<file path="config.mk">
export PLATFORM = sky130hd
export DESIGN_NAME = upsample_stream
export DESIGN_NICKNAME = d
export VERILOG_FILES = /design/src/rtl/upsample_stream.sv
export SDC_FILE = /design/constraint.sdc
export NUM_CORES = 1
export LEC_CHECK = 0
export ABC_AREA = 0
export CORE_MARGIN = 1
export CORE_UTILIZATION = 43
export DETAILED_ROUTE_END_ITERATION = 6
export PLACE_DENSITY = 0.84
export SLEW_MARGIN = 20
export SYNTH_ARGS = -nofsm -noshare
export SYNTH_HDL_FRONTEND = slang
export SYNTH_SLANG_ARGS = --single-unit
</file>
<file path="constraint.sdc">
create_clock -name clk -period 2.2 [get_ports clk]
set_clock_uncertainty 0.15 [all_clocks]
set_input_delay 0.22 -clock clk [delete_from_list [all_inputs] [get_ports clk]]
set_output_delay 0.22 -clock clk [all_outputs]
set_load 0.05 [all_outputs]
</file>
<file path="src/rtl/upsample_stream.sv">
// ---------------------------------------------------------------------------
// upsample_stream
//
// Streaming upsampler for the generator decoder path. A frame of IN_LEN
// packed multi-channel samples comes in and IN_LEN*FACTOR samples go out.
// In nearest mode each input is simply repeated FACTOR times. In linear mode
// each input is interpolated toward the following input, and the final input
// is repeated because it has no successor (edge replicate).
//
// Build option:
//   UPSAMPLE_LINEAR_EN  - when defined, linear mode is available: the nxt
//                         register, the have-current flag, the latched mode
//                         and the per-channel interpolator are built. When
//                         left undefined, the block is nearest-only and the
//                         mode input is ignored.
//
// Ports:
//   clk        in   clock
//   rst_n      in   asynchronous active-low reset
//   start      in   frame start pulse, only honoured while idle
//   mode       in   0 = nearest, 1 = linear (latched on an accepted start)
//   data_in    in   packed input sample, channel c at [c*DATA_WIDTH +: DATA_WIDTH]
//   valid_in   in   input valid
//   ready_in   out  input ready (high only while waiting for an input)
//   data_out   out  packed output sample, zero when not emitting
//   valid_out  out  output valid
//   ready_out  in   downstream ready
//   busy       out  high while a frame is being filled or emitted
//   done       out  one-cycle pulse after the last output transfer
// ---------------------------------------------------------------------------
module upsample_stream #(
    parameter int DATA_WIDTH = 16,
    parameter int CHANNELS   = 4,
    parameter int IN_LEN     = 8,
    parameter int FACTOR     = 2
) (
    input  logic                           clk,
    input  logic                           rst_n,
    input  logic                           start,
    input  logic                           mode,
    input  logic [CHANNELS*DATA_WIDTH-1:0] data_in,
    input  logic                           valid_in,
    output logic                           ready_in,
    output logic [CHANNELS*DATA_WIDTH-1:0] data_out,
    output logic                           valid_out,
    input  logic                           ready_out,
    output logic                           busy,
    output logic                           done
);

    localparam int BUS_W = CHANNELS * DATA_WIDTH;
    localparam int PH_W  = $clog2(FACTOR);
    localparam int CNT_W = $clog2(IN_LEN + 1);

    localparam logic [1:0] ST_IDLE = 2'd0;
    localparam logic [1:0] ST_FILL = 2'd1;
    localparam logic [1:0] ST_EMIT = 2'd2;
    localparam logic [1:0] ST_DONE = 2'd3;

    localparam logic [PH_W-1:0]  PHASE_LAST = PH_W'(FACTOR - 1);
    localparam logic [CNT_W-1:0] LAST_GROUP = CNT_W'(IN_LEN - 1);

    logic [1:0]       state_q,  state_d;
    logic [BUS_W-1:0] cur_q,    cur_d;
    logic [PH_W-1:0]  phase_q,  phase_d;
    // Number of inputs whose FACTOR outputs have been fully emitted; reaching
    // IN_LEN-1 at a phase wrap means the frame is complete in either mode.
    logic [CNT_W-1:0] outCnt_q, outCnt_d;

`ifdef UPSAMPLE_LINEAR_EN
    localparam logic [CNT_W-1:0] ALL_INPUTS = CNT_W'(IN_LEN);
    localparam int               PROD_W     = DATA_WIDTH + 1 + PH_W;

    logic [BUS_W-1:0] nxt_q,     nxt_d;
    logic [CNT_W-1:0] inCnt_q,   inCnt_d;
    logic             haveCur_q, haveCur_d;
    logic             mode_q,    mode_d;
`endif

    logic inXfer;
    logic outXfer;
    logic [BUS_W-1:0] sample;

    // Handshake outputs are pure decodes of the state register, so ready_in
    // never depends combinationally on ready_out.
    assign ready_in  = (state_q == ST_FILL);
    assign valid_out = (state_q == ST_EMIT);
    assign busy      = (state_q == ST_FILL) || (state_q == ST_EMIT);
    assign done      = (state_q == ST_DONE);

    assign inXfer  = valid_in  && ready_in;
    assign outXfer = valid_out && ready_out;

    // Next-state and datapath register update.
    always_comb begin
        state_d  = state_q;
        cur_d    = cur_q;
        phase_d  = phase_q;
        outCnt_d = outCnt_q;
`ifdef UPSAMPLE_LINEAR_EN
        nxt_d     = nxt_q;
        inCnt_d   = inCnt_q;
        haveCur_d = haveCur_q;
        mode_d    = mode_q;
`endif

        case (state_q)
            ST_IDLE: begin
                if (start) begin
                    state_d  = ST_FILL;
                    phase_d  = '0;
                    outCnt_d = '0;
`ifdef UPSAMPLE_LINEAR_EN
                    inCnt_d   = '0;
                    haveCur_d = 1'b0;
                    mode_d    = mode;
`endif
                end
            end

            ST_FILL: begin
                if (inXfer) begin
`ifdef UPSAMPLE_LINEAR_EN
                    inCnt_d = inCnt_q + CNT_W'(1);
                    if (mode_q && haveCur_q) begin
                        nxt_d   = data_in;
                        state_d = ST_EMIT;
                    end else begin
                        cur_d = data_in;
                        if (mode_q) begin
                            // Linear needs a pair before it can emit, except
                            // for a one-sample frame which interpolates toward
                            // itself.
                            haveCur_d = 1'b1;
                            if (IN_LEN == 1) begin
                                nxt_d   = data_in;
                                state_d = ST_EMIT;
                            end
                        end else begin
                            state_d = ST_EMIT;
                        end
                    end
`else
                    cur_d   = data_in;
                    state_d = ST_EMIT;
`endif
                end
            end

            ST_EMIT: begin
                if (outXfer) begin
                    if (phase_q == PHASE_LAST) begin
                        phase_d  = '0;
                        outCnt_d = outCnt_q + CNT_W'(1);
                        if (outCnt_q == LAST_GROUP) begin
                            state_d = ST_DONE;
`ifdef UPSAMPLE_LINEAR_EN
                        end else if (mode_q) begin
                            // Slide the pair forward. Once every input is in,
                            // nxt keeps the last sample so the final group is
                            // a flat replicate with no fill bubble.
                            cur_d = nxt_q;
                            if (inCnt_q != ALL_INPUTS) begin
                                state_d = ST_FILL;
                            end
`endif
                        end else begin
                            state_d = ST_FILL;
                        end
                    end else begin
                        phase_d = phase_q + PH_W'(1);
                    end
                end
            end

            ST_DONE: begin
                state_d = ST_IDLE;
            end

            default: begin
                state_d = ST_IDLE;
            end
        endcase
    end

    always_ff @(posedge clk or negedge rst_n) begin
        if (!rst_n) begin
            state_q  <= ST_IDLE;
            cur_q    <= '0;
            phase_q  <= '0;
            outCnt_q <= '0;
`ifdef UPSAMPLE_LINEAR_EN
            nxt_q     <= '0;
            inCnt_q   <= '0;
            haveCur_q <= 1'b0;
            mode_q    <= 1'b0;
`endif
        end else begin
            state_q  <= state_d;
            cur_q    <= cur_d;
            phase_q  <= phase_d;
            outCnt_q <= outCnt_d;
`ifdef UPSAMPLE_LINEAR_EN
            nxt_q     <= nxt_d;
            inCnt_q   <= inCnt_d;
            haveCur_q <= haveCur_d;
            mode_q    <= mode_d;
`endif
        end
    end

`ifdef UPSAMPLE_LINEAR_EN
    // Per-channel interpolator: out = cur + floor((nxt - cur) * phase / FACTOR).
    // The difference needs one extra bit to cover the full signed range, and
    // the product needs log2(FACTOR) more. The result always lies between cur
    // and nxt, so keeping only the low DATA_WIDTH bits of the sum is exact.
    logic [BUS_W-1:0] interp;

    for (genvar c = 0; c < CHANNELS; c++) begin : gInterp
        logic signed [DATA_WIDTH-1:0] curS;
        logic signed [DATA_WIDTH-1:0] nxtS;
        logic signed [DATA_WIDTH:0]   diff;
        logic signed [PROD_W-1:0]     diffExt;
        logic signed [PROD_W-1:0]     phaseExt;
        logic signed [PROD_W-1:0]     prod;
        logic signed [PROD_W-1:0]     scaled;
        logic                         unused_scaled;

        assign curS     = cur_q[c*DATA_WIDTH +: DATA_WIDTH];
        assign nxtS     = nxt_q[c*DATA_WIDTH +: DATA_WIDTH];
        assign diff     = {nxtS[DATA_WIDTH-1], nxtS} - {curS[DATA_WIDTH-1], curS};
        assign diffExt  = {{PH_W{diff[DATA_WIDTH]}}, diff};
        assign phaseExt = {{(DATA_WIDTH + 1){1'b0}}, phase_q};
        assign prod     = diffExt * phaseExt;
        // Arithmetic shift floors toward minus infinity for negative steps.
        assign scaled   = prod >>> PH_W;

        assign interp[c*DATA_WIDTH +: DATA_WIDTH] = curS + scaled[DATA_WIDTH-1:0];
        assign unused_scaled = ^scaled[PROD_W-1:DATA_WIDTH];
    end

    assign sample = mode_q ? interp : cur_q;
`else
    logic unused_mode;

    assign sample      = cur_q;
    assign unused_mode = mode;
`endif

    // The output bus is forced to zero whenever no sample is being offered.
    assign data_out = (state_q == ST_EMIT) ? sample : '0;

endmodule

</file>
* Word-level counts from Yosys, hierarchy flattened *
Cells that the tools add are included.

operators by class
  add/sub/neg operators = 2
  $mul = 0
  divide/modulo/power cells = 0
  order comparisons = 0
  equality and inequality tests = 8
  shift operators = 0
  muxes and demuxes = 15
  bitwise operators = 0
  reduce and logical (&&, ||, !) cells = 9

operators by type and width
  operator                                                         number
  64-bit two-way mux                                               1
  4-bit two-way mux                                                3
  2-bit two-way mux                                                5
  2-bit one-hot mux with 4 select lines                            1
  4-bit one-hot mux with 2 select lines                            1
  4-bit AND reduction                                              2
  2-bit by 1-bit != test with 1-bit output, second input constant  3
  4-bit by 1-bit adder with 4-bit output, second input constant    1
  2-bit == test, second input constant                             2
  4-bit by 3-bit == test with 1-bit output, second input constant  1
  1-bit two-way mux                                                3
  3-bit AND reduction                                              1
  2-bit by 1-bit == test with 1-bit output, second input constant  1
  1-bit logical AND                                                2
  2-bit zero test                                                  1
  2-bit != test, second input constant                             1
  1-bit one-hot mux with 2 select lines                            1
  2-bit AND reduction                                              1
  2-bit nonzero test                                               1
  1-bit adder, second input constant                               1
  1-bit logical OR                                                 1

word-level totals
  register bits after elaboration = 71
  latch bits = 0
  bits in writable memories = 0
  bits in read-only memories = 0
  input port bits = 70
  output and inout port bits = 68
  word-level logic and storage cells = 38
  memories = 0

* Longest topological paths before layout *
  depth in word-level cells = 5
  gate-level depth with buffers = 7
  mapped depth without buffers = 6

* Worst setup path before layout *
OpenSTA, ideal clock, no wires.

  path type = reg2reg
  start point = register state_q[0]
  end point = register outCnt_q[0]
  setup time = 0.125 ns
  data arrival time = 1.853 ns
  data required time = 1.925 ns
  path slack = 0.072 ns
  cell stages (with the launch flop) = 7
  path buffers = 1
  clock period less this slack = 2.128 ns
  cell sequence = dfrtp_1 inv_1 ha_1 buf_2 nor2_2 nor3_2 mux2_2

on the way
  word-level cells in the longest chain between the ends = 4
  elaborated cells between the ends (all ways) = 9
  classes of those cells = eq/ne: 4; mux: 1; reduce/logical: 4

ends and longest elaborated chain
  element                                             RTL line  text
  start, declared                                     63        logic [1:0] state_q, state_d;
  start signal, assigned                              199       state_q <= state_d;
  2-bit == test *                                     87        assign valid_out = (state_q == ST_EMIT);
  named net valid_out                                 45        output logic valid_out,
  1-bit logical AND                                   92        assign outXfer = valid_out && ready_out;
  2-bit by 1-bit != test with 1-bit output (no line)  -
  4-bit AND reduction (no line)                       -
  end signal, assigned                                202       outCnt_q <= outCnt_d;
  end, declared                                       68        logic [CNT_W-1:0] outCnt_q, outCnt_d;

The timed path passes the listed nets; every way through them passes the cells marked *.
A chain may end at the register's enable or synchronous reset.

* Worst setup path in the final report *
  start point = register state_q[0]
  end point = output port data_out[29]

on the way
  word-level cells in the longest chain between the ends = 2

ends and longest elaborated chain
  element             RTL line  text
  2-bit == test       251       assign data_out = (state_q == ST_EMIT) ? sample : '0;
  64-bit two-way mux  251
  end, declared       44        output logic [CHANNELS*DATA_WIDTH-1:0] data_out,

No other way between the ends.

==> impl_metrics.yaml <==
synthesis:
  synthArstFlopShare: 1.00
  synth.cell_area_um2: 3290
  ys_types: 26
  synth_ff_type: "dfrtp_1"
  ys_warn_count: 0
  yosys.area.top_type_share: 0.541
  synth_seq_cells: 71
  synth-edff-count: 0
  ys_top_cells_by_count: "71 x dfrtp_1, 65 x mux2_2, 64 x and2_1, 7 x buf_2, 7 x clkbuf_1"
  synth.area.top_cells: "dfrtp_1 54%, mux2_2 22%, and2_1 12%"
  yosysSeqAreaShare: 0.541
  avgSynthCellArea_um2: 12.9
  synth_fa_ha_area_frac: 0.0228
  yosys.area.top_type: "dfrtp_1"
  synth_xor_area_frac: 0.00533
  synth_most_common_cell: "dfrtp_1"
  syn_inst: 255
  synth-simple-area-share: 0.163
  synth_top_family_by_area: "multiplexers"
  synth_compound_area_frac: 0.0225
  synthMuxAreaShare: 0.223
  syn_nets: 331
cts:
  post-cts-setup-buffer-count: 0
  tritoncts: "built"
  cts_buffers: 9
  h-tree-depth: 3
  clk_latency_ns: 0.33
  cts_buffer_depth: 2
  path_clk_slew_ns: 0.08
  cts.sinks: 71
  root_buffer: "clkbuf_8"
finish:
  stdcell_count: 499
  design_area_um2: 5730
  antenna_cells: 0
  nets: 471
  synthToLayoutAreaGrowth_pct: 74.2
  drive_gt1_frac: 0.408
sta:
  tightest_slew_ns: 0.555
  fin_crit_sh: 0.956
  hold_slack_ns: 0.247
  rsz0062_at_grt: "no"
  fmax_mhz: 475
  setup_violations: 0
  slew_violations: 0
  finalHoldViolations: 0
  fin_crit_ns: 2.10
  finalSetupTns_ns: 0
  fin_ws_ns: 0.0967
  relSlewSlack: 0.630
floorplan:
  coreArea_um2: 7330
  die_w_um: 89.4
  start_util: 0.448
  dieArea_um2: 8000
  die_y_um: 89.4
  pin_count: 138
  rows: 31
power:
  p_leak_nw: 2.46
  vdd_drop_max_uv: 857
  p_per_area_nw_per_um2: 1610
run:
  drv_cap: 0
placed_design:
  placedCellCount: 481
  io_buffer_count: 136
  dpl.hpwl_um: 5910
  place.gp.congestion: 0.749
  dpl_cell_area_um2: 5420
  pre_cts_ws_ns: 0.269
worst_setup_path:
  crit_type: "flip-flop to primary output"
  crit_required_ns: 1.83
  arrival_ns: 1.73
  critical_path_peak_fanout: 32
  setup.worst_path.start_class: "flip-flop"
  endpoint_kind: "primary output"
global_routing:
  gr-usage-met2: 0.401
  track_usage: 0.217
  grt_overflow_total: 0
  use_met1: 0.223
  grt_pass1_wl_um: 12700
  use_met3: 0.0803
  grt_max_degree: 65
  grt.busiest_layer: "met2"
  grt_pass1_vias: 2625
  antenna_found_initial: 0
detailed_routing:
  drt-initial-drc-count: 80
  routed-via-count: 2438
  drc: 0
  vias_per_cell: 4.89
  avgRoutedWirePerCell_um: 16.9
  ant_nets: 0
  drt-pass1-iter-count: 4
  routed_wl_um: 8430
run_status:
  status: "completed"
hold_path:
  hold_path_class: "input pin to async pin"
layout by cell type, fill, tap and decap left out, drive strengths merged:
cell type	count
mux2	65
clkbuf	12
a2111oi	1
nand2	3
nor3b	1
nor2b	3
a21oi	3
o21ai	1
ha	6
a211o	1
bufinv	4
a21boi	1
inv	5
nor2	7
xnor2	2
nand4b	1
nor3	1
clkdlybuf4s50	67
dlymetal6s2s	1
nor4	1
and2	64
dlygate4sd3	1
a31oi	1
nor4b	1
buf	73
and2b	1
nand3	2
dfrtp	71
critical path: stages, from the launching register on:
cell and delay [ns]:
dfrtp_1 0.43, inv_1 0.19, ha_4 0.21, buf_12 0.18
and2_1 0.21, buf_12 0.15
metrics by stage:
step / total power [mW] / util
detailed placement: 7.83 / 0.739
global placement: 7.63 / 0.739
floorplan: 5.33 / -
CTS: 9.23 / 0.776
finish: 9.22 / 0.781
global route: 9.66 / 0.781
cell families after synthesis:
kind of cell / count (synthesis)
AOI/OAI and AO/OA: 8
muxes: 65
adders and majority gates: 6
buffers and inverters: 18
and+or+nand+nor: 85
xor gates and xnor gates: 2
DFF: 71
power by group:
part | switching, mW | leakage (nW) | internal, mW
combinational | 2.86 | 1.49 | 2.71
sequential | 0.325 | 0.846 | 1.96
clock | 0.483 | 0.128 | 0.874
state kept, by name, indices dropped and copies added (netlist names):
| register | flops |
|---|---|
| outCnt_q | 4 |
| phase_q | 1 |
| state_q | 2 |
| cur_q | 64 |
per-layer routing:
| metal | up-vias | routed length (um) |
|---|---|---|
| met5 | - | 0 |
| met4 | 0 | 140 |
| met3 | 13 | 624 |
| met2 | 93 | 4570 |
| met1 | 1197 | 3100 |
| li1 | 1135 | - |
final cells by class:
cell class / instances / area, um^2
Clock inverter: 5 / 129
Timing Repair Buffer: 143 / 2100
Inverter: 4 / 15.0
Multi-Input combinational cell: 166 / 1450
Sequential cell: 71 / 1780
Clock buffer: 11 / 131
Fill cell: 421 / 1600
Tap cell: 99 / 124
final timing paths:
| path | to | slack [ns] | from | cells after the start |
|---|---|---|---|---|
| setup / recovery | data_out[29] | 0.1 | state_q[0] | 5 |
| hold / removal | cur_q[27] | 0.25 | rst_n | 2 |
| setup reg to reg | outCnt_q[0] | 0.18 | state_q[1] | 5 |
| hold reg to reg | cur_q[14] | 0.35 | cur_q[14] | 1 |
| max in group asynchronous | outCnt_q[0] | 0.94 | rst_n | 3 |
| min in group clk | cur_q[33] | 0.34 | data_in[33] | 2 |
repair_timing:
action	CTS	global route
hold buffers	1	0
gates resized for setup	0	3
setup endpoints to repair	0	65
endpoints found under the hold margin	22	0
Power figures use the tool's default switching activity.
